==> src/rtl/oam_dma_if.sv <==
// CPU-side and mem_map-side signals of the OAM DMA engine.
// The slave modport is the DMA engine; the master modport is whatever surrounds it.
interface oam_dma_if;
    logic [15:0] cpu_addr;
    logic [7:0]  cpu_wdata;
    logic        cpu_write;
    logic [7:0]  cpu_rdata;
    logic [15:0] addr_bus;
    logic [7:0]  mem_in;
    logic [7:0]  mem_out;
    logic        mem_write;
    logic        dma_active;

    modport master (
        output cpu_addr, cpu_wdata, cpu_write, mem_in,
        input  cpu_rdata, addr_bus, mem_out, mem_write, dma_active
    );

    modport slave (
        input  cpu_addr, cpu_wdata, cpu_write, mem_in,
        output cpu_rdata, addr_bus, mem_out, mem_write, dma_active
    );
endinterface

==> src/rtl/oam_dma.sv <==
// OAM DMA engine: copies DMA_LEN bytes from {src_hi,idx} to OAM_BASE+idx, one byte per M-cycle.
// Define OAM_DMA_BUS_CONFLICT_EN to make blocked CPU reads return the last DMA-latched byte instead of 8'hFF.
module oam_dma #(
    parameter int unsigned DMA_LEN      = 160,
    parameter logic [15:0] OAM_BASE     = 16'hFE00,
    parameter logic [15:0] DMA_REG_ADDR = 16'hFF46
) (
    input  logic     clk_in,
    input  logic     rst_in,
    input  logic     mclk_in,
    oam_dma_if.slave bus
);
    typedef enum logic [2:0] {IDLE, DELAY, RD, WR, WAIT} state_t;

    localparam logic [7:0]  LEN8    = 8'(DMA_LEN);
    localparam logic [15:0] HRAM_LO = 16'hFF80;
    localparam logic [15:0] HRAM_HI = 16'hFFFE;

    state_t     state_reg, state_next;
    logic [7:0] idx_reg, idx_next;
    logic [7:0] src_hi_reg, src_hi_next;
    logic [7:0] latch_reg, latch_next;

    logic       start;
    logic       is_reg;
    logic       in_hram;
    logic       dma_active;
    logic       blocked;
    logic [7:0] src_masked;
    logic [7:0] blocked_data;

    assign is_reg  = (bus.cpu_addr == DMA_REG_ADDR);
    assign in_hram = (bus.cpu_addr >= HRAM_LO) && (bus.cpu_addr <= HRAM_HI);
    assign start   = bus.cpu_write && mclk_in && is_reg;

    // The trailing WAIT after the last byte only waits for the M-cycle boundary; the bus is already free.
    assign dma_active = (state_reg != IDLE) && !((state_reg == WAIT) && (idx_reg == LEN8));
    assign blocked    = dma_active && !in_hram && !is_reg;
    assign bus.dma_active = dma_active;

    // Echo-RAM pages E0-FF alias onto C0-DF for the source fetch only.
    assign src_masked = (src_hi_reg[7:5] == 3'b111) ? {src_hi_reg[7:6], 1'b0, src_hi_reg[4:0]}
                                                    : src_hi_reg;

`ifdef OAM_DMA_BUS_CONFLICT_EN
    assign blocked_data = latch_reg;
`else
    assign blocked_data = 8'hFF;
`endif

    always_ff @(posedge clk_in) begin
        if (rst_in) begin
            state_reg  <= IDLE;
            idx_reg    <= 8'h00;
            src_hi_reg <= 8'h00;
            latch_reg  <= 8'h00;
        end else begin
            state_reg  <= state_next;
            idx_reg    <= idx_next;
            src_hi_reg <= src_hi_next;
            latch_reg  <= latch_next;
        end
    end

    always_comb begin
        state_next  = state_reg;
        idx_next    = idx_reg;
        src_hi_next = src_hi_reg;
        latch_next  = latch_reg;
        case (state_reg)
            IDLE:  state_next = IDLE;
            DELAY: if (mclk_in) state_next = WAIT;
            RD: begin
                latch_next = bus.mem_in;
                state_next = WR;
            end
            WR: begin
                idx_next   = idx_reg + 8'd1;
                state_next = WAIT;
            end
            WAIT: begin
                if (mclk_in) begin
                    if (idx_reg == LEN8) begin
                        state_next = IDLE;
                        idx_next   = 8'h00;
                    end else begin
                        state_next = RD;
                    end
                end
            end
            default: begin
                state_next = IDLE;
                idx_next   = 8'h00;
            end
        endcase
        // A start write wins over whatever the engine was doing, including a running transfer.
        if (start) begin
            src_hi_next = bus.cpu_wdata;
            idx_next    = 8'h00;
            state_next  = DELAY;
        end
    end

    always_comb begin
        bus.addr_bus  = bus.cpu_addr;
        bus.mem_out   = bus.cpu_wdata;
        bus.mem_write = bus.cpu_write && mclk_in && !blocked && !is_reg && !rst_in;
        bus.cpu_rdata = is_reg ? src_hi_reg : (blocked ? blocked_data : bus.mem_in);
        case (state_reg)
            RD: begin
                bus.addr_bus  = {src_masked, idx_reg};
                bus.mem_write = 1'b0;
                bus.cpu_rdata = is_reg ? src_hi_reg : blocked_data;
            end
            WR: begin
                bus.addr_bus  = OAM_BASE + {8'h00, idx_reg};
                bus.mem_out   = latch_reg;
                bus.mem_write = !rst_in;
                bus.cpu_rdata = is_reg ? src_hi_reg : blocked_data;
            end
            default: ;
        endcase
    end
endmodule

==> src/flat_wrapper.sv <==
// flat-port wrapper written by rule: the top's interface ports become plain ports
module oam_dma_flat 
#(
    parameter int unsigned DMA_LEN      = 160,
    parameter logic [15:0] OAM_BASE     = 16'hFE00,
    parameter logic [15:0] DMA_REG_ADDR = 16'hFF46
)
  (clk_in, rst_in, mclk_in, bus_cpu_addr, bus_cpu_wdata, bus_cpu_write, bus_mem_in, bus_cpu_rdata, bus_addr_bus, bus_mem_out, bus_mem_write, bus_dma_active);
  oam_dma_if bus_i ();
  input  logic clk_in;
  input  logic rst_in;
  input  logic mclk_in;
  input wire logic [$bits(bus_i.cpu_addr)-1:0] bus_cpu_addr;
  input wire logic [$bits(bus_i.cpu_wdata)-1:0] bus_cpu_wdata;
  input wire logic [$bits(bus_i.cpu_write)-1:0] bus_cpu_write;
  input wire logic [$bits(bus_i.mem_in)-1:0] bus_mem_in;
  output wire logic [$bits(bus_i.cpu_rdata)-1:0] bus_cpu_rdata;
  output wire logic [$bits(bus_i.addr_bus)-1:0] bus_addr_bus;
  output wire logic [$bits(bus_i.mem_out)-1:0] bus_mem_out;
  output wire logic [$bits(bus_i.mem_write)-1:0] bus_mem_write;
  output wire logic [$bits(bus_i.dma_active)-1:0] bus_dma_active;
  assign bus_i.cpu_addr = bus_cpu_addr;
  assign bus_i.cpu_wdata = bus_cpu_wdata;
  assign bus_i.cpu_write = bus_cpu_write;
  assign bus_i.mem_in = bus_mem_in;
  assign bus_cpu_rdata = bus_i.cpu_rdata;
  assign bus_addr_bus = bus_i.addr_bus;
  assign bus_mem_out = bus_i.mem_out;
  assign bus_mem_write = bus_i.mem_write;
  assign bus_dma_active = bus_i.dma_active;
  oam_dma #(.DMA_LEN(DMA_LEN), .OAM_BASE(OAM_BASE), .DMA_REG_ADDR(DMA_REG_ADDR)) u_core (.clk_in(clk_in), .rst_in(rst_in), .mclk_in(mclk_in), .bus(bus_i));
endmodule
==> config.mk <==
export PLATFORM = sky130hd
export DESIGN_NAME = oam_dma_flat
export DESIGN_NICKNAME = d
export VERILOG_FILES = /design/src/rtl/oam_dma_if.sv /design/src/rtl/oam_dma.sv /design/src/flat_wrapper.sv
export SDC_FILE = /design/constraint.sdc
export NUM_CORES = 1
export LEC_CHECK = 0
export ABC_AREA = 1
export BUFFER_PORTS_ARGS = -buffer_cell sky130_fd_sc_hd__clkbuf_2
export CAP_MARGIN = 0
export CORE_MARGIN = 10
export CORE_UTILIZATION = 35
export DETAILED_ROUTE_END_ITERATION = 10
export GPL_TIMING_DRIVEN = 1
export SLEW_MARGIN = 20
export SYNTH_ARGS = -nofsm -noshare
export SYNTH_HDL_FRONTEND = slang
export SYNTH_SLANG_ARGS = --single-unit
==> constraint.sdc <==
create_clock -name clk_in -period 1.65 [get_ports clk_in]
set_clock_uncertainty 0.1 [all_clocks]
set_input_delay 0.0825 -clock clk_in [delete_from_list [all_inputs] [get_ports clk_in]]
set_output_delay 0.0825 -clock clk_in [all_outputs]
set_load 0.05 [all_outputs]
==> results of run 1 <==
[path summary, 6_finish.rpt]
path,startpoint,endpoint,slack (ps)
setup / recovery,u_core.idx_reg[0],bus_cpu_rdata[2],-220
hold reg to reg,u_core.src_hi_reg[1],u_core.src_hi_reg[1],370
hold / removal,bus_mem_in[3],u_core.latch_reg[3],-4
setup reg to reg,u_core.idx_reg[1],u_core.idx_reg[7],110
[layout by cell type, fill, tap and decap left out, types with 9 or more instances in the layout]
| cell type | n |
|---|---|
| a21oi_1 | 24 |
| nand2_1 | 56 |
| nand2_2 | 13 |
| dlygate4sd3_1 | 13 |
| o21ai_2 | 9 |
| nand3_2 | 9 |
| buf_4 | 16 |
| nand3_1 | 10 |
| inv_1 | 31 |
| clkbuf_2 | 35 |
| dfxtp_1 | 23 |
| nor2_1 | 26 |
| buf_12 | 30 |
[kinds of logic (layout without fill, tap and decap cells)]
| family | after synthesis | in the layout | share of synthesized area |
|---|---|---|---|
| AO/OA/AOI/OAI | 72 | 72 | 0.222 |
| adder cells (fa/ha/maj) | 2 | 2 | 0.0129 |
| buffers and inverters | 52 | 147 | 0.128 |
| flip-flops | 27 | 27 | 0.278 |
| AND/OR/NAND/NOR | 138 | 139 | 0.360 |
[power by group through the flow]
stage               sequential, mW  combinational, mW  clock [mW]
floorplan                    0.666              0.260           0
global placement             0.666              0.507           0
detailed placement           0.666              0.510           0
CTS                          0.651              0.545       0.395
global route                 0.651              0.579       0.419
finish                       0.651              0.552       0.389
[critical path, delay by kind of cell (launching register included)]
kind | cells | cell delay [ps]
adders and majority gates | 1 | 150
buffers and inverters | 2 | 220
and+or+nand+nor | 6 | 470
DFF | 1 | 350
AOI/OAI and AO/OA | 1 | 220
[metrics by stage]
step	instance area [um^2]	worst slack, ps	util
final	3340	-217	0.614
after detailed placement	2930	-58.1	0.539
after CTS	3240	-251	0.596
after floorplan	2050	-201	-
after global placement	2930	-36.8	0.539
after global routing	3340	-289	0.614
[cell type report]
cell class | instances | area, um^2
fill | 482 | 2100
clock buffer | 4 | 45.0
multi-input combinational | 213 | 1390
timing repair buffer | 100 | 1090
tap | 72 | 90.1
sequential | 27 | 546
inverter | 43 | 176
[metal layers]
metal  track usage  vias up  wire [um]
li1              -     1130          -
met1         0.177      978       2850
met2         0.235       51       3200
met3        0.0412        6        413
met4        0.0337        0        103
met5             0        -          0
[cells in the mapped netlist]
cell type / instances
nand3_2: 9
a22oi_2: 4
nor2_1: 27
buf_4: 4
o21ai_0: 9
nor2_2: 1
ha_1: 2
inv_4: 1
clkinv_1: 1
a21oi_2: 9
nand2_4: 4
or2_1: 7
nor3_1: 3
nand2_2: 3
a21oi_1: 25
inv_1: 33
nand2_1: 68
nand4_1: 1
or2_0: 1
buf_12: 2
a22oi_1: 3
dfxtp_1: 27
inv_2: 8
o21ai_1: 22
nor2_8: 2
clkbuf_2: 1
nor2_4: 2
nand3_1: 10
buf_2: 2
[repair_timing]
action | 4_1_cts | 5_1_grt
setup endpoints to repair | 34 | 42
buffers inserted | 3 | 1
endpoints found under the hold margin | 13 | 0
cloned | 1 | 1
resized for setup | 25 | 33
hold buffers | 13 | 0
pin swaps | 11 | 3
==> impl_metrics.json, run 1 <==
{
  "syn_area_per_cell_um2": 6.69,
  "die_w_um": 94.6,
  "dieArea_um2": 8950,
  "viasPerCell": 4.72,
  "grt_pass1_vias": 2123,
  "cts_made_buffers": 3,
  "syn_nets": 329,
  "firstDrtPassIters": 4,
  "power_frac_seq": 0.409,
  "period_needed_ps": 1870,
  "io_buffers": 69,
  "setup_viol": 17,
  "clkPwrFrac": 0.244,
  "whs_ps": -4.15,
  "cts.htree.levels": 1,
  "comb_power_share": 0.347,
  "p_sw_frac": 0.329,
  "die_height_um": 94.6,
  "tightestPinTransition_ps": 396,
  "required_ps": 1470,
  "clkSinkCount": 27,
  "drt_iter0_drc": 84,
  "rows": 27,
  "yosys-top-cells-area": "dfxtp_1, nand2_1, a21oi_1, inv_1, o21ai_1",
  "final_cells": 459,
  "clk_latency_ps": 280,
  "path_clk_slew_ps": 90,
  "start_util": 0.358,
  "cellPowerDensity_nw_per_um2": 477,
  "drv_slew": 0,
  "cts-root-buf": "clkbuf_8",
  "rsz0062_at_grt": "yes",
  "slowest_stage": "dfxtp_2",
  "failed_checks": "hold timing, setup timing",
  "hold_violations": 1,
  "end_kind": "primary output",
  "yosysSeqAreaShare": 0.278,
  "outcome": "finished with violations",
  "grt_usage": 0.142,
  "grt_pass1_wl_um": 10300,
  "area_delta_synth_final_pct": 71.5,
  "clk_path_buf_depth": 2,
  "io_pins": 70,
  "crit_arrival_ps": 1680,
  "overflow": 0,
  "whs_path_depth": 3,
  "relSlewSlack": 0.734,
  "crit_chain": "inv_2, ha_4, nand2_2, nor2_4, nand2_2, nand2_2, nand2_4, nand2_8, a22oi_2, buf_12",
  "routedWlPerCell_um": 14.3,
  "fin_ws_ps": -217,
  "core-area_um2": 5440,
  "peakVddDrop_mv": 0.333,
  "vias": 2165,
  "critPathMaxStageDelay_ps": 350,
  "synth_top_area_frac": 0.278,
  "worst_path_most_repeated_cell": "nand2_2",
  "cts_tree": "done",
  "leakagePower_nw": 1.42,
  "synthCells": 291,
  "diodes": 0,
  "layout-drive-gt1-share": 0.450,
  "synth.largest_area_cell": "dfxtp_1",
  "hp-class": "primary input to flip-flop",
  "total_power_mw": 1.59,
  "maxCapViolations": 0,
  "final_nets": 426,
  "crit_type": "flip-flop to primary output",
  "synth_cell_types": 29,
  "intPower_mw": 1.07,
  "setup_tns_ps": -2820,
  "path_max_fanout": 5,
  "clock.fmax_ghz": 0.536,
  "drc": 0,
  "synth_warnings": 0,
  "dp.cells": 436,
  "grt_max_degree": 18,
  "finalWeightedCongestion": 0.799,
  "synth_seq_cells": 27,
  "wl_um": 6570,
  "cp-start-kind": "flip-flop",
  "grt_antenna_before_repair": 0,
  "syn-cell-area_um2": 1950,
  "power.switching_uw": 523,
  "ant_nets": 0,
  "finalCritPeriodShare": 1.13,
  "place_hpwl_um": 5160,
  "ff2ff_path_depth": 10
}
(Power assumes the default switching activity.)
==> run 2: changes to the inputs <==
CTS_CLUSTER_DIAMETER = 40   (was unset)
clock period = 1.8 ns   (was 1.65 ns; I/O delays follow)
==> run 2 against run 1 <==
  * The run still ends with hold timing, setup timing left
  * Critical path depth up 1
  * Non-clock buffer count is 3 lower
  * Largest power group unchanged
  * Register-to-register slack about the same
  * Critical endpoint is now bus_mem_write
  * Core utilization down 2.5 points
  * Worst setup slack gained 140 ps
  * Design area is 4.1% lower
  * Count of clock-buffer cells in the layout unchanged
  * Total power fell by 9.3%
  * Highest routed layer unchanged
==> impl_metrics.json, run 2 (same netlist as run 1, synthesis figures left out) <==
{
  "period_needed_ps": 1870,
  "finalWeightedCongestion": 0.829,
  "grt_antenna_before_repair": 0,
  "wl_met2_um": 3250,
  "peakVddDrop_mv": 0.299,
  "top_layer": "met4",
  "crit_type": "flip-flop to primary output",
  "final_common_cell": "nand2_1",
  "finalCritPeriodShare": 1.04,
  "core-area_um2": 5440,
  "crit_arrival_ps": 1680,
  "rsz0062_at_grt": "yes",
  "cp_num_buf_inv": 2,
  "viasPerCell": 4.75,
  "end_kind": "primary output",
  "dieArea_um2": 8950,
  "cts_made_buffers": 3,
  "cts_tree": "done",
  "whs_ps": -1.63,
  "hp-class": "primary input to flip-flop",
  "leakagePower_nw": 1.38,
  "grt_pass1_wl_um": 10300,
  "routedWlPerCell_um": 14.0,
  "fin_ws_ps": -72.3,
  "outcome": "finished with violations",
  "path_clk_slew_ps": 100,
  "grt_max_degree": 22,
  "layout_common_cells": "nand2_1, clkbuf_2, inv_1",
  "diodes": 0,
  "firstDrtPassIters": 4,
  "tightestPinTransition_ps": 361,
  "drv_slew": 0,
  "slowest_stage": "dfxtp_2",
  "path_max_fanout": 5,
  "failed_checks": "hold timing, setup timing",
  "drt_iter0_drc": 142,
  "start_util": 0.358,
  "clk_latency_ps": 270,
  "place_hpwl_um": 4960,
  "die_height_um": 94.6,
  "area_delta_synth_final_pct": 64.4,
  "place_ws_ps": 24.0,
  "maxCapViolations": 0,
  "setup_viol": 8,
  "overflow": 0,
  "rows": 27,
  "crit_chain": "inv_2, ha_4, nand2_2, nor2_1, nand2_1, nand2_2, nand2_4, nand2_8, nand2_4, a21oi_4, buf_8",
  "clk_path_buf_depth": 2,
  "io_pins": 70,
  "vias": 2166,
  "grt_pass1_vias": 2100,
  "cp-start-kind": "flip-flop",
  "layout-drive-gt1-share": 0.438,
  "io_buffers": 69,
  "critPathMaxStageDelay_ps": 340,
  "ant_nets": 0,
  "clock.fmax_ghz": 0.534,
  "dp.cells": 431,
  "cellPowerDensity_nw_per_um2": 451,
  "die_w_um": 94.6,
  "relSlewSlack": 0.759,
  "wl_met3_um": 366,
  "hold_violations": 1,
  "final_nets": 423,
  "wl_met1_um": 2750,
  "clkSinkCount": 27,
  "wl_um": 6400,
  "cts.htree.levels": 1,
  "cts-root-buf": "clkbuf_8",
  "cp_top_family": "simple AND/OR/NAND/NOR gates",
  "drc": 0,
  "required_ps": 1610,
  "final_cells": 456,
  "grt_usage": 0.140
}
run 2: report_power, final:
group / total, mW / switching, mW / internal [mW]
sequential: 0.597 / 0.000000850 / 0.597
clock: 0.357 / 0.198 / 0.159
combinational: 0.491 / 0.276 / 0.215
total: 1.44 / 0.474 / 0.970
run 2: metrics by stage:
step | total power [mW] | util | cell area (um^2) | TNS (ps) | hold slack, ps
2_1_floorplan | 0.844 | - | 2030 | -416 | 139
3_3_place_gp | 1.07 | 0.517 | 2810 | 0 | 267
3_5_place_dp | 1.07 | 0.517 | 2810 | 0 | 270
4_1_cts | 1.44 | 0.561 | 3050 | -374 | 0.292
5_1_grt | 1.50 | 0.588 | 3200 | -1190 | -1.62
6_report | 1.44 | 0.588 | 3200 | -309 | -1.63
run 2: per-layer routing:
layer,vias up,track usage
met1,986,0.178
met4,0,0.0262
li1,1125,-
met5,-,0
met3,2,0.0309
met2,53,0.237
run 2: cell type report:
cell class                 instances  area (um^2)
tap                               72         90.1
inverter                          43          176
multi-input combinational        213         1350
sequential                        27          547
timing repair buffer              97          997
fill                             496         2240
clock buffer                       4         45.0
run 2: final timing paths:
check                         to  cells past startpoint                start  slack, ps
max                bus_mem_write                     11    u_core.idx_reg[0]        -70
max reg2reg    u_core.idx_reg[4]                     11    u_core.idx_reg[0]        110
min          u_core.latch_reg[6]                      3        bus_mem_in[6]         -2
min reg2reg  u_core.latch_reg[7]                      2  u_core.latch_reg[7]        380
run 2: repair_timing:
item,4_1_cts,5_1_grt
endpoints found under the setup margin,29,29
pin swaps,10,9
resized for setup,20,32
hold buffers,9,0
hold endpoints to repair,9,0
buffers inserted,6,5
gates cloned,1,0
run 2: tightest hold or removal path, delay by kind of cell:
family                 cells  cell delay (ps)
buffers and inverters      1               90
AOI/OAI and AO/OA          2              160
